==> src/rtl/conv_ctrl.sv <==
// Frame/line sequencer for the 3x3 grey convolution path: tracks pixel position,
// latches the filter select per frame and aligns valid/border with the filter result.
module conv_ctrl #(
  parameter int IMG_W    = 640,
  parameter int IMG_H    = 480,
  parameter int PIPE_LAT = 2
) (
  input  logic        iCLK,
  input  logic        iRST,
  input  logic        iFVAL,
  input  logic        iDVAL,
  input  logic        iSW,
  output logic        oSEL,
  output logic        oDVAL,
  output logic        oBORDER,
  output logic [10:0] oCOL,
  output logic [10:0] oROW,
  output logic [1:0]  oSTATE,
  output logic [7:0]  oFRAME_CNT,
  output logic        oERR
);

  typedef enum logic [1:0] {
    IDLE = 2'd0,
    FILL = 2'd1,
    RUN  = 2'd2,
    DONE = 2'd3
  } state_t;

  localparam logic [10:0] COL_LAST = 11'(IMG_W - 1);
  localparam logic [10:0] ROW_LAST = 11'(IMG_H - 1);

  state_t state, stateNext;
  logic   accept, errSet, selLoad, posClr, frameEnd;
  logic   colLast, rowLast, pixBorder;
  logic   swMeta, swSync;
  logic [PIPE_LAT:0] vldPipe, bdrPipe;

  assign colLast   = (oCOL == COL_LAST);
  assign rowLast   = (oROW == ROW_LAST);
  assign pixBorder = !((oROW >= 11'd2) && (oCOL >= 11'd2));

  always_ff @(posedge iCLK) begin
    if (iRST) begin
      swMeta <= 1'b0;
      swSync <= 1'b0;
    end else begin
      swMeta <= iSW;
      swSync <= swMeta;
    end
  end

  always_ff @(posedge iCLK) begin
    if (iRST) state <= IDLE;
    else      state <= stateNext;
  end

  // A cycle that drops iFVAL inside the frame is an abort, so its pixel is not taken.
  always_comb begin
    stateNext = state;
    accept    = 1'b0;
    errSet    = 1'b0;
    selLoad   = 1'b0;
    posClr    = 1'b0;
    frameEnd  = 1'b0;
    case (state)
      IDLE: begin
        if (iFVAL) begin
          stateNext = FILL;
          selLoad   = 1'b1;
        end
      end
      FILL: begin
        if (!iFVAL) begin
          stateNext = IDLE;
          errSet    = 1'b1;
          posClr    = 1'b1;
        end else if (iDVAL) begin
          accept = 1'b1;
          if (colLast && oROW == 11'd1) stateNext = RUN;
        end
      end
      RUN: begin
        if (!iFVAL) begin
          stateNext = IDLE;
          errSet    = 1'b1;
          posClr    = 1'b1;
        end else if (iDVAL) begin
          accept = 1'b1;
          if (colLast && rowLast) begin
            stateNext = DONE;
            frameEnd  = 1'b1;
          end
        end
      end
      DONE: begin
        if (iDVAL) errSet = 1'b1;
        if (!iFVAL) begin
          stateNext = IDLE;
          posClr    = 1'b1;
        end
      end
    endcase
  end

  always_ff @(posedge iCLK) begin
    if (iRST || posClr) begin
      oCOL <= '0;
      oROW <= '0;
    end else if (accept) begin
      if (colLast) begin
        oCOL <= '0;
        oROW <= oROW + 11'd1;
      end else begin
        oCOL <= oCOL + 11'd1;
      end
    end
  end

  always_ff @(posedge iCLK) begin
    if (iRST) begin
      oSEL       <= 1'b0;
      oERR       <= 1'b0;
      oFRAME_CNT <= '0;
    end else begin
      if (selLoad)  oSEL       <= swSync;
      if (errSet)   oERR       <= 1'b1;
      if (frameEnd) oFRAME_CNT <= oFRAME_CNT + 8'd1;
    end
  end

  // Border bit is pushed pre-qualified so it can never be high without valid.
  always_ff @(posedge iCLK) begin
    if (iRST) begin
      vldPipe <= '0;
      bdrPipe <= '0;
    end else begin
      vldPipe <= {vldPipe[PIPE_LAT-1:0], accept};
      bdrPipe <= {bdrPipe[PIPE_LAT-1:0], accept & pixBorder};
    end
  end

  assign oDVAL   = vldPipe[PIPE_LAT];
  assign oBORDER = bdrPipe[PIPE_LAT];
  assign oSTATE  = state;

endmodule

==> config.mk <==
export PLATFORM = sky130hd
export DESIGN_NAME = conv_ctrl
export DESIGN_NICKNAME = d
export VERILOG_FILES = /design/src/rtl/conv_ctrl.sv
export SDC_FILE = /design/constraint.sdc
export NUM_CORES = 1
export LEC_CHECK = 0
export CORE_MARGIN = 5
export CORE_UTILIZATION = 40
export CTS_BUF_LIST = sky130_fd_sc_hd__clkbuf_8
export DETAILED_ROUTE_END_ITERATION = 8
export GPL_TIMING_DRIVEN = 0
export PLACE_DENSITY = 0.7
export SETUP_SLACK_MARGIN = 0.05
export SYNTH_ARGS = -nofsm -noshare
export SYNTH_HDL_FRONTEND = slang
export SYNTH_SLANG_ARGS = --single-unit
==> constraint.sdc <==
create_clock -name iCLK -period 3.95 [get_ports iCLK]
set_input_delay 1.185 -clock iCLK [delete_from_list [all_inputs] [get_ports iCLK]]
set_output_delay 1.185 -clock iCLK [all_outputs]
set_load 0.02 [all_outputs]
==> results.py, run 1 <==
metrics = {
    "status": {
        "status": "finished, final reports clean",
    },
    "clocking": {
        "ctsHtreeMaxLevel": 2,
        "clkTransAtPathRegs_ns": 0.08,
        "cts_tree": "yes",
        "cts_setup_buffers": 0,
        "clockRootBuffer": "sky130_fd_sc_hd__clkbuf_8",
        "insertion_delay_of_the_later_clocked_pin_in_the_worst_skew_pair_ns": 0.29,
        "max-clock-path-buffers": 2,
        "cts_made_buffers": 5,
        "tritoncts_num_sinks": 42,
        "post_cts_hold_buffer_count": 0,
        "post_cts_resized": 0,
    },
    "timing": {
        "max_slew_vio_count": 0,
        "period_needed_ns": 3.00,
        "timing_worst_slew_pin_value_ns": 0.441,
        "fin_worst_skew_ns": 0.00320,
        "post-route-period-util_pct": 75.9,
        "slew-limit-headroom_pct": 70.3,
        "hold_ws_ns": 0.437,
        "hold_violations": 0,
        "totalNegativeSetupSlack_ns": 0,
        "finalSetupViolations": 0,
        "rsz_0062_raised_after_global_routing": "no",
        "finalWorstSetupSlack_ns": 0.952,
        "fmax_ghz": 0.334,
    },
    "worst_hold_path": {
        "worstHoldPathType": "reg -> reg",
    },
    "critical_path": {
        "critical_path_peak_fanout": 9,
        "crit_top_cell": "sky130_fd_sc_hd__clkbuf_1",
        "worst_setup_path_start_kind": "input pin",
        "crit_path_top_delay_cell": "sky130_fd_sc_hd__clkdlybuf4s50_1",
        "worst_setup_path_end_kind": "register",
        "timing.critical_path.slowest_cell_delay_ns": 0.58,
        "required_arrival_time_at_the_worst_endpoint_ns": 4.13,
        "timing_worst_setup_path_type": "in -> reg",
        "critical_path_cell_by_cell": "clkdlybuf4s50_1 > and3_1 > clkbuf_1 > and4_2 > clkbuf_1 > nand4_1 > xor2_1 > nor2_1",
        "cp.arrival_ns": 3.17,
    },
    "layout": {
        "register_area_sq_um": 841,
        "layout-drive-gt1-share_pct": 7.64,
        "utilization_pct": 54.1,
        "layoutNonFillerInstCount": 342,
        "final.fill_count": 456,
        "area.growth.synth_to_final_pct": 29.7,
        "final_area_sq_um": 2590,
        "multiInputGateArea_sq_um": 1080,
        "antenna-diode-count": 0,
        "finish.net_count": 290,
    },
    "drt": {
        "detail_route.wl_per_cell_um": 11.9,
        "drcViolationCount": 0,
        "first_pass_iters": 4,
        "detailroute.via_count": 1682,
        "detailedRoute.firstIterationViolations": 105,
        "route.final.wire_length_um": 4080,
        "antenna_violating_nets_post_route": 0,
        "via_per_inst": 4.92,
    },
    "power_and_ir_drop": {
        "power_density_nw_per_um2": 322,
        "total_power_of_the_final_layout_mw": 0.834,
        "p_leak_nw": 0.909,
        "power.ir.vdd_worst_uv": 148,
    },
    "place": {
        "place.detailed.hpwl_um": 3070,
        "post_dp_cell_area_sq_um": 2480,
        "dpl.cell_count": 334,
        "place_congestion": 0.763,
        "place.port_buffers": 40,
        "dp_worst_setup_slack_ns": 0.647,
    },
    "yosys": {
        "ys_seq_elements": 42,
        "postSynth.asyncResetShare_pct": 0,
        "post_synth_most_frequent_cells": "sky130_fd_sc_hd__dfxtp_1 (42), sky130_fd_sc_hd__nor2_1 (36), sky130_fd_sc_hd__nand2_1 (17)",
        "yosysTopAreaCell": "sky130_fd_sc_hd__dfxtp_1",
        "yosys.cell_count.top_type": "sky130_fd_sc_hd__dfxtp_1",
        "mappedNetlistArea_sq_um": 1990,
        "postSynthAreaPerCell_sq_um": 8.79,
        "synth_sequential_area_ratio_pct": 42.2,
        "synth_enable_flop_cells": 0,
        "synth_largest_type_area_fraction_pct": 42.2,
        "syn_nets": 243,
        "synth.distinct_cells": 39,
        "postSynthCellCount": 227,
        "synth.area.top_cells": "sky130_fd_sc_hd__dfxtp_1 (42%), sky130_fd_sc_hd__ha_1 (6.9%), sky130_fd_sc_hd__nor2_1 (6.8%)",
        "yosys_warnings": 0,
        "synth_top_flop_cell": "sky130_fd_sc_hd__dfxtp_1",
    },
    "floorplanning": {
        "area_of_the_core_sq_um": 4790,
        "dieWidth_um": 80.6,
        "die_h_um": 80.6,
        "io-pin-count": 41,
        "initial_core_util_pct": 41.7,
        "placement_rows": 25,
        "design.die.area_sq_um": 6500,
    },
    "global_routing": {
        "total_routing_resource_utilization_after_global_routing_pct": 14.4,
        "grt_antenna_before_repair": 0,
        "globalRouteMet3Util_pct": 4.82,
        "grt_pass1_vias": 1518,
        "grt_pass1_wl_um": 7260,
        "grt_util_met1_pct": 19.6,
        "grt_start_max_net_pins": 14,
        "grt_remaining_overflow": 0,
        "gr_layer_usage_met2_pct": 21.2,
        "grt-busiest-layer": "met2",
    },
    "run": {
        "cap_viol_max_count": 0,
    },
}
## worst max-delay path, delay by kind of cell
| kind | cells | cell delay (ns) |
|---|---|---|
| simple gates | 4 | 0.65 |
| buf+inv | 3 | 1.15 |
| xor+xnor | 1 | 0.17 |
## final cells by class
type / instances / share of cell area, %
Multi-Input combinational cell: 168 / 41.8
Sequential cell: 42 / 32.5
Timing Repair Buffer: 40 / 15.5
Tap cell: 67 / 3.24
Clock buffer: 5 / 2.66
Clock inverter: 3 / 1.55
Buffer: 8 / 1.50
Inverter: 9 / 1.31
## worst paths after layout
check / from / end / slack [ns] / cells past startpoint
setup / recovery: iDVAL / oROW[9]$_SDFFE_PP0P_ / 0.95 / 8
hold / removal: vldPipe[0]$_SDFF_PP0_ / vldPipe[1]$_SDFF_PP0_ / 0.44 / 1
setup reg to reg: oSTATE[1]$_SDFFE_PP0P_ / oROW[9]$_SDFFE_PP0P_ / 1.58 / 9
hold reg to reg: vldPipe[0]$_SDFF_PP0_ / vldPipe[1]$_SDFF_PP0_ / 0.44 / 1
## cell usage in the layout (no fill, tap or decap), types with 3 or more instances in the layout
cell                              synthesis  final
sky130_fd_sc_hd__dfxtp_1                 42     42
sky130_fd_sc_hd__clkdlybuf4s50_1          0     40
sky130_fd_sc_hd__nor2_1                  36     36
sky130_fd_sc_hd__nand2_1                 17     17
sky130_fd_sc_hd__nand3_1                 14     14
sky130_fd_sc_hd__xor2_1                  14     14
sky130_fd_sc_hd__ha_1                    11     11
sky130_fd_sc_hd__nand4_1                 10     10
sky130_fd_sc_hd__inv_1                    9      9
sky130_fd_sc_hd__xnor2_1                  8      8
sky130_fd_sc_hd__nor2b_1                  7      7
sky130_fd_sc_hd__clkbuf_1                 6      6
sky130_fd_sc_hd__a21oi_1                  6      6
sky130_fd_sc_hd__nor3_1                   5      5
sky130_fd_sc_hd__nor4_1                   5      5
sky130_fd_sc_hd__clkbuf_8                 0      5
sky130_fd_sc_hd__o21ai_0                  3      3
sky130_fd_sc_hd__or3_1                    3      3
sky130_fd_sc_hd__a211oi_1                 3      3
## power breakdown
part	total [mW]	switching (mW)	leakage, nW	internal [mW]
combinational	0.0669	0.0391	0.511	0.0278
sequential	0.435	0.00551	0.339	0.429
clock	0.333	0.147	0.0579	0.186
total	0.834	0.191	0.909	0.643
## sequential cells by signal, indices dropped and copies added, names as in the netlist
signal      count
oCOL           11
vldPipe         3
oROW           11
swMeta          1
oERR            1
oFRAME_CNT      8
oSTATE          2
oSEL            1
bdrPipe         3
swSync          1
## cells by family after synthesis
family                     count (synthesis)  synth area share [%]
AOI/OAI and AO/OA                         19                  6.02
and+or+nand+nor                          113                  30.1
muxes                                      3                  1.57
xor gates and xnor gates                  22                  9.66
DFF                                       42                  42.2
adders and majority gates                 11                  6.90
buffers and inverters                     17                  3.64
## layer usage
layer | part of all wire [%] | up-vias
li1 | - | 871
met1 | 49 | 761
met2 | 43 | 44
met3 | 6.4 | 6
met4 | 1.4 | 0
met5 | 0 | -
(Power assumes the default switching activity.)
==> inputs of run 2 (changes only) <==
- PLACE_DENSITY: 0.7 -> 0.72
- clock period: 3.95 -> 2.45 ns (I/O delays scaled with it)
==> run 2 against run 1 <==
- cell count shrank 0.29%
- sequential share of layout area unchanged
- core utilization unchanged
- wire length is 2.4% higher
- first-iteration DRC count is 36% lower
- critical endpoint is now oFRAME_CNT[5]$_SDFFE_PP0P_
- largest cell class unchanged
- largest power group unchanged
- highest routed layer unchanged
==> results.py, run 2 (synthesis results as in run 1) <==
metrics = {
    "status": {
        "status": "finished, final reports clean",
    },
    "timing": {
        "timing_worst_slew_pin_value_ns": 0.485,
        "totalNegativeSetupSlack_ns": 0,
        "slew-limit-headroom_pct": 67.7,
        "hold_ws_ns": 0.437,
        "period_needed_ns": 2.34,
        "fmax_ghz": 0.427,
        "hold_violations": 0,
        "post-route-period-util_pct": 95.6,
        "max_slew_vio_count": 0,
        "fin_worst_skew_ns": 0.00769,
        "rsz_0062_raised_after_global_routing": "no",
        "finalWorstSetupSlack_ns": 0.107,
        "finalSetupViolations": 0,
    },
    "clocking": {
        "clkTransAtPathRegs_ns": 0.07,
        "max-clock-path-buffers": 2,
        "cts_made_buffers": 5,
        "ctsHtreeMaxLevel": 2,
        "insertion_delay_of_the_later_clocked_pin_in_the_worst_skew_pair_ns": 0.29,
        "clockRootBuffer": "sky130_fd_sc_hd__clkbuf_8",
        "cts_tree": "yes",
        "tritoncts_num_sinks": 42,
        "post_cts_hold_buffer_count": 0,
    },
    "global_routing": {
        "grt_start_max_net_pins": 13,
        "grt_pass1_vias": 1638,
        "grt_antenna_before_repair": 0,
        "total_routing_resource_utilization_after_global_routing_pct": 14.5,
        "grt_pass1_wl_um": 7380,
        "grt_remaining_overflow": 0,
    },
    "layout": {
        "antenna-diode-count": 0,
        "layout_common_cells": "sky130_fd_sc_hd__dfxtp_1 (42), sky130_fd_sc_hd__clkdlybuf4s50_1 (40), sky130_fd_sc_hd__nor2_1 (36)",
        "top_regs": "oCOL: 11 flops, oROW: 11 flops, oFRAME_CNT: 8 flops",
        "finish.net_count": 290,
        "layout-drive-gt1-share_pct": 9.49,
        "area.growth.synth_to_final_pct": 29.7,
        "final.fill_count": 437,
        "register_area_sq_um": 841,
        "multiInputGateArea_sq_um": 1100,
        "layout.cells.most_common": "sky130_fd_sc_hd__dfxtp_1",
        "layoutNonFillerInstCount": 341,
    },
    "power_and_ir_drop": {
        "power.ir.vdd_worst_uv": 227,
        "p_leak_nw": 0.908,
        "total_power_of_the_final_layout_mw": 1.23,
        "power_density_nw_per_um2": 477,
    },
    "floorplanning": {
        "design.die.area_sq_um": 6500,
        "dieWidth_um": 80.6,
        "die_h_um": 80.6,
        "placement_rows": 25,
        "io-pin-count": 41,
        "area_of_the_core_sq_um": 4790,
        "initial_core_util_pct": 41.7,
    },
    "place": {
        "place.port_buffers": 40,
        "place.detailed.hpwl_um": 3130,
        "dpl.cell_count": 334,
        "place_congestion": 0.773,
        "dp_worst_setup_slack_ns": -0.359,
    },
    "drt": {
        "detailroute.via_count": 1719,
        "route.final.wire_length_um": 4180,
        "drcViolationCount": 0,
        "via_per_inst": 5.04,
        "antenna_violating_nets_post_route": 0,
        "first_pass_iters": 4,
        "detailedRoute.firstIterationViolations": 67,
        "detail_route.wl_per_cell_um": 12.3,
    },
    "critical_path": {
        "timing.reg2reg.setup_slack_ns": 0.19,
        "cp.arrival_ns": 2.57,
        "worst_setup_path_end_kind": "register",
        "timing_worst_setup_path_type": "in -> reg",
        "critical_path_cell_by_cell": "clkdlybuf4s50_1 > buf_6 > and2_2 > nand3_1 > or4_4 > or3_4 > a21oi_2",
        "timing.critical_path.slowest_cell_delay_ns": 0.51,
        "critical_path_peak_fanout": 8,
        "cell_depth_of_the_worst_flop_to_flop_path": 6,
        "worst_setup_path_start_kind": "input pin",
        "crit_path_top_delay_cell": "sky130_fd_sc_hd__clkdlybuf4s50_1",
        "required_arrival_time_at_the_worst_endpoint_ns": 2.68,
    },
    "worst_hold_path": {
        "worstHoldPathType": "reg -> reg",
        "timing.hold.worst_path_depth": 1,
    },
    "run": {
        "cap_viol_max_count": 0,
    },
}
==> run 2: cell count changes in the layout (fill, tap and decap cells not counted), sizes merged <==
cell / delta
buf: +2
clkbuf: -2
bufinv: -1
==> run 2: timing repair <==
action,CTS,global route
cloned,0,0
buffers inserted,0,2
setup endpoints to repair,18,17
pin swaps,0,1
gates resized for setup,3,3
==> run 2: power breakdown <==
group          switching [mW]  internal [mW]  leakage, nW
registers             0.00879          0.692        0.339
logic                  0.0637         0.0478        0.525
clock network           0.231          0.191       0.0438
total                   0.304          0.931        0.908
==> run 2: critical path, delay by kind of cell <==
family | cells | cell delay [ns]
buffers and inverters | 2 | 0.65
AOI/OAI and AO/OA | 1 | 0.13
and+or+nand+nor | 4 | 1.06
==> run 2: path summary, 6_finish.rpt <==
path	start	endpoint
max reg2reg	oCOL[1]$_SDFFE_PP0P_	oFRAME_CNT[5]$_SDFFE_PP0P_
min reg2reg	vldPipe[0]$_SDFF_PP0_	vldPipe[1]$_SDFF_PP0_
max	iFVAL	oFRAME_CNT[5]$_SDFFE_PP0P_
min	vldPipe[0]$_SDFF_PP0_	vldPipe[1]$_SDFF_PP0_
==> run 2: final cells by class <==
class	instances	share of cell area, %
multi-input combinational	168	42.4
clock buffer	5	2.66
sequential	42	32.5
inverter	9	1.31
tap	67	3.24
clock inverter	2	0.387
timing repair buffer	42	16.1
buffer	6	1.50
==> run 2: layer usage <==
layer  global-route usage (%)  vias to the layer above  part of all wire, %
li1                         -                      870                    -
met1                     18.8                      806                   48
met2                     22.9                       37                   46
met3                     4.15                        6                  4.6
met4                     4.90                        0                  1.2
met5                        0                        -                    0
==> run 2: per-stage QoR <==
stage / utilization, % / cell area (sq um)
after floorplan: - / 1990
after global placement: 51.8 / 2480
final: 54.1 / 2590
after CTS: 53.6 / 2560
after detailed placement: 51.8 / 2480
after global routing: 54.1 / 2590
==> inputs of run 3 (changes only) <==
- TNS_END_PERCENT: default -> 20
==> run 3 against run 2 <==
- critical path depth unchanged
- cell area down 0.53%
- first-iteration DRC count up 1.5%
- setup slack better by 0.0065 ns
- wire length down 0.33%
- maximum frequency up 0.28%
- core utilization down 0.29 points
- worst hold slack about the same
- die area unchanged
- critical path type unchanged
==> results.py, run 3 (synthesis results as in run 1) <==
metrics = {
    "floorplanning": {
        "dieWidth_um": 80.6,
        "placement_rows": 25,
        "die_h_um": 80.6,
        "initial_core_util_pct": 41.7,
        "io-pin-count": 41,
        "area_of_the_core_sq_um": 4790,
        "design.die.area_sq_um": 6500,
    },
    "layout": {
        "top_regs": "oCOL: 11 flops, oROW: 11 flops, oFRAME_CNT: 8 flops",
        "area.growth.synth_to_final_pct": 29.0,
        "finish.net_count": 288,
        "layoutNonFillerInstCount": 339,
        "antenna-diode-count": 0,
        "layout.cells.most_common": "sky130_fd_sc_hd__dfxtp_1",
        "multiInputGateArea_sq_um": 1100,
        "layout_common_cells": "sky130_fd_sc_hd__dfxtp_1 (42), sky130_fd_sc_hd__clkdlybuf4s50_1 (40), sky130_fd_sc_hd__nor2_1 (36)",
        "final.fill_count": 440,
        "layout-drive-gt1-share_pct": 8.82,
        "register_area_sq_um": 841,
    },
    "clocking": {
        "clkTransAtPathRegs_ns": 0.07,
        "clockRootBuffer": "sky130_fd_sc_hd__clkbuf_8",
        "cts_made_buffers": 5,
        "ctsHtreeMaxLevel": 2,
        "tritoncts_num_sinks": 42,
        "max-clock-path-buffers": 2,
        "insertion_delay_of_the_later_clocked_pin_in_the_worst_skew_pair_ns": 0.29,
        "cts_tree": "yes",
    },
    "global_routing": {
        "grt_antenna_before_repair": 0,
        "total_routing_resource_utilization_after_global_routing_pct": 14.5,
        "grt_start_max_net_pins": 13,
        "grt_pass1_vias": 1638,
        "grt_remaining_overflow": 0,
        "grt_pass1_wl_um": 7380,
    },
    "drt": {
        "route.final.wire_length_um": 4170,
        "antenna_violating_nets_post_route": 0,
        "via_per_inst": 5.01,
        "detailedRoute.firstIterationViolations": 68,
        "first_pass_iters": 4,
        "detail_route.wl_per_cell_um": 12.3,
        "drcViolationCount": 0,
        "detailroute.via_count": 1697,
    },
    "power_and_ir_drop": {
        "net-switching-power_mw": 0.302,
        "seq_power_share_pct": 56.9,
        "power_density_nw_per_um2": 478,
        "p_leak_nw": 0.899,
        "pwr-share-comb_pct": 8.9,
        "power.clock.fraction_pct": 34.2,
        "power_switching_share_pct": 24.5,
        "power.ir.vdd_worst_uv": 226,
        "total_power_of_the_final_layout_mw": 1.23,
        "cell_internal_pwr_mw": 0.929,
    },
    "run": {
        "cap_viol_max_count": 0,
    },
    "critical_path": {
        "timing_worst_setup_path_type": "in -> reg",
        "timing.reg2reg.setup_slack_ns": 0.19,
        "timing.critical_path.buf_inv": 2,
        "worst_setup_path_end_kind": "register",
        "timing.critical_path.slowest_cell_delay_ns": 0.51,
        "critical_path_cell_by_cell": "clkdlybuf4s50_1 > buf_6 > and2_4 > nand3_1 > or4_4 > or3_4 > a21oi_2",
        "worst_setup_path_start_kind": "input pin",
        "critical_path_peak_fanout": 10,
        "critPathTopFamily": "simple AND/OR/NAND/NOR gates",
        "crit_path_top_delay_cell": "sky130_fd_sc_hd__clkdlybuf4s50_1",
        "required_arrival_time_at_the_worst_endpoint_ns": 2.68,
        "cp.arrival_ns": 2.56,
    },
    "timing": {
        "fin_worst_skew_ns": 0.00738,
        "finalSetupViolations": 0,
        "slew-limit-headroom_pct": 67.6,
        "period_needed_ns": 2.34,
        "fmax_ghz": 0.428,
        "post-route-period-util_pct": 95.4,
        "timing_worst_slew_pin_value_ns": 0.486,
        "rsz_0062_raised_after_global_routing": "no",
        "max_slew_vio_count": 0,
        "hold_violations": 0,
    },
    "worst_hold_path": {
        "worstHoldPathType": "reg -> reg",
    },
    "status": {
        "status": "finished, final reports clean",
    },
    "place": {
        "place.detailed.hpwl_um": 3130,
        "dpl.cell_count": 334,
        "place.port_buffers": 40,
        "place_congestion": 0.773,
    },
}
-- run 3: changes by cell type in the layout (fill, tap and decap cells not counted) --
cell and change:
sky130_fd_sc_hd__buf_4 -2, sky130_fd_sc_hd__and2_2 -1, sky130_fd_sc_hd__and2_4 +1
-- run 3: path summary, 6_finish.rpt --
kind	from	end	cells past startpoint
worst max register to register	oCOL[1]$_SDFFE_PP0P_	oFRAME_CNT[5]$_SDFFE_PP0P_	6
worst min register to register	vldPipe[0]$_SDFF_PP0_	vldPipe[1]$_SDFF_PP0_	1
worst min-delay path	vldPipe[0]$_SDFF_PP0_	vldPipe[1]$_SDFF_PP0_	1
worst max-delay path	iFVAL	oFRAME_CNT[5]$_SDFFE_PP0P_	7
-- run 3: stage by stage --
step | setup WS (ns) | hold slack, ns | instance area [sq um] | TNS [ns] | utilization (%)
finish | 0.113 | 0.437 | 2570 | 0 | 53.8
global route | 0.0611 | 0.466 | 2570 | 0 | 53.8
CTS | 0.00312 | 0.441 | 2550 | 0 | 53.4
detailed placement | -0.359 | 0.423 | 2480 | -6.90 | 51.8
global placement | -0.432 | 0.418 | 2480 | -7.48 | 51.8
floorplan | 0.272 | 0.414 | 1990 | 0 | -
-- run 3: power by group through the flow --
stage | Clock, mW | Combinational (mW) | Sequential (mW)
2_1_floorplan | 0 | 0.0622 | 0.723
3_3_place_gp | 0 | 0.108 | 0.717
3_5_place_dp | 0 | 0.108 | 0.717
4_1_cts | 0.438 | 0.109 | 0.701
5_1_grt | 0.474 | 0.121 | 0.703
6_report | 0.421 | 0.109 | 0.701
-- run 3: cell type report --
| class | instances | area share (%) |
|---|---|---|
| clock inverter | 2 | 0.389 |
| buffer | 6 | 1.51 |
| inverter | 9 | 1.31 |
| tap | 67 | 3.26 |
| timing repair buffer | 40 | 15.6 |
| clock buffer | 5 | 2.67 |
| multi-input combinational | 168 | 42.6 |
| sequential | 42 | 32.7 |
-- run 3: layer usage --
metal  wire (um)  part of all wire (%)  global-route usage [%]  vias up
met1        2030                    49                    18.8      785
met3         201                   4.8                    4.15        6
met2        1890                    45                    22.9       41
met4          51                   1.2                    4.90        0
met5           0                     0                       0        -
li1            -                     -                       -      865
-- run 3: what timing repair did --
item | in CTS | in global routing
setup buffers | 0 | 0
endpoints found under the setup margin | 18 | 20
pin swaps | 0 | 1
resized for setup | 0 | 9
cloned | 0 | 0
hold buffers | 0 | 0
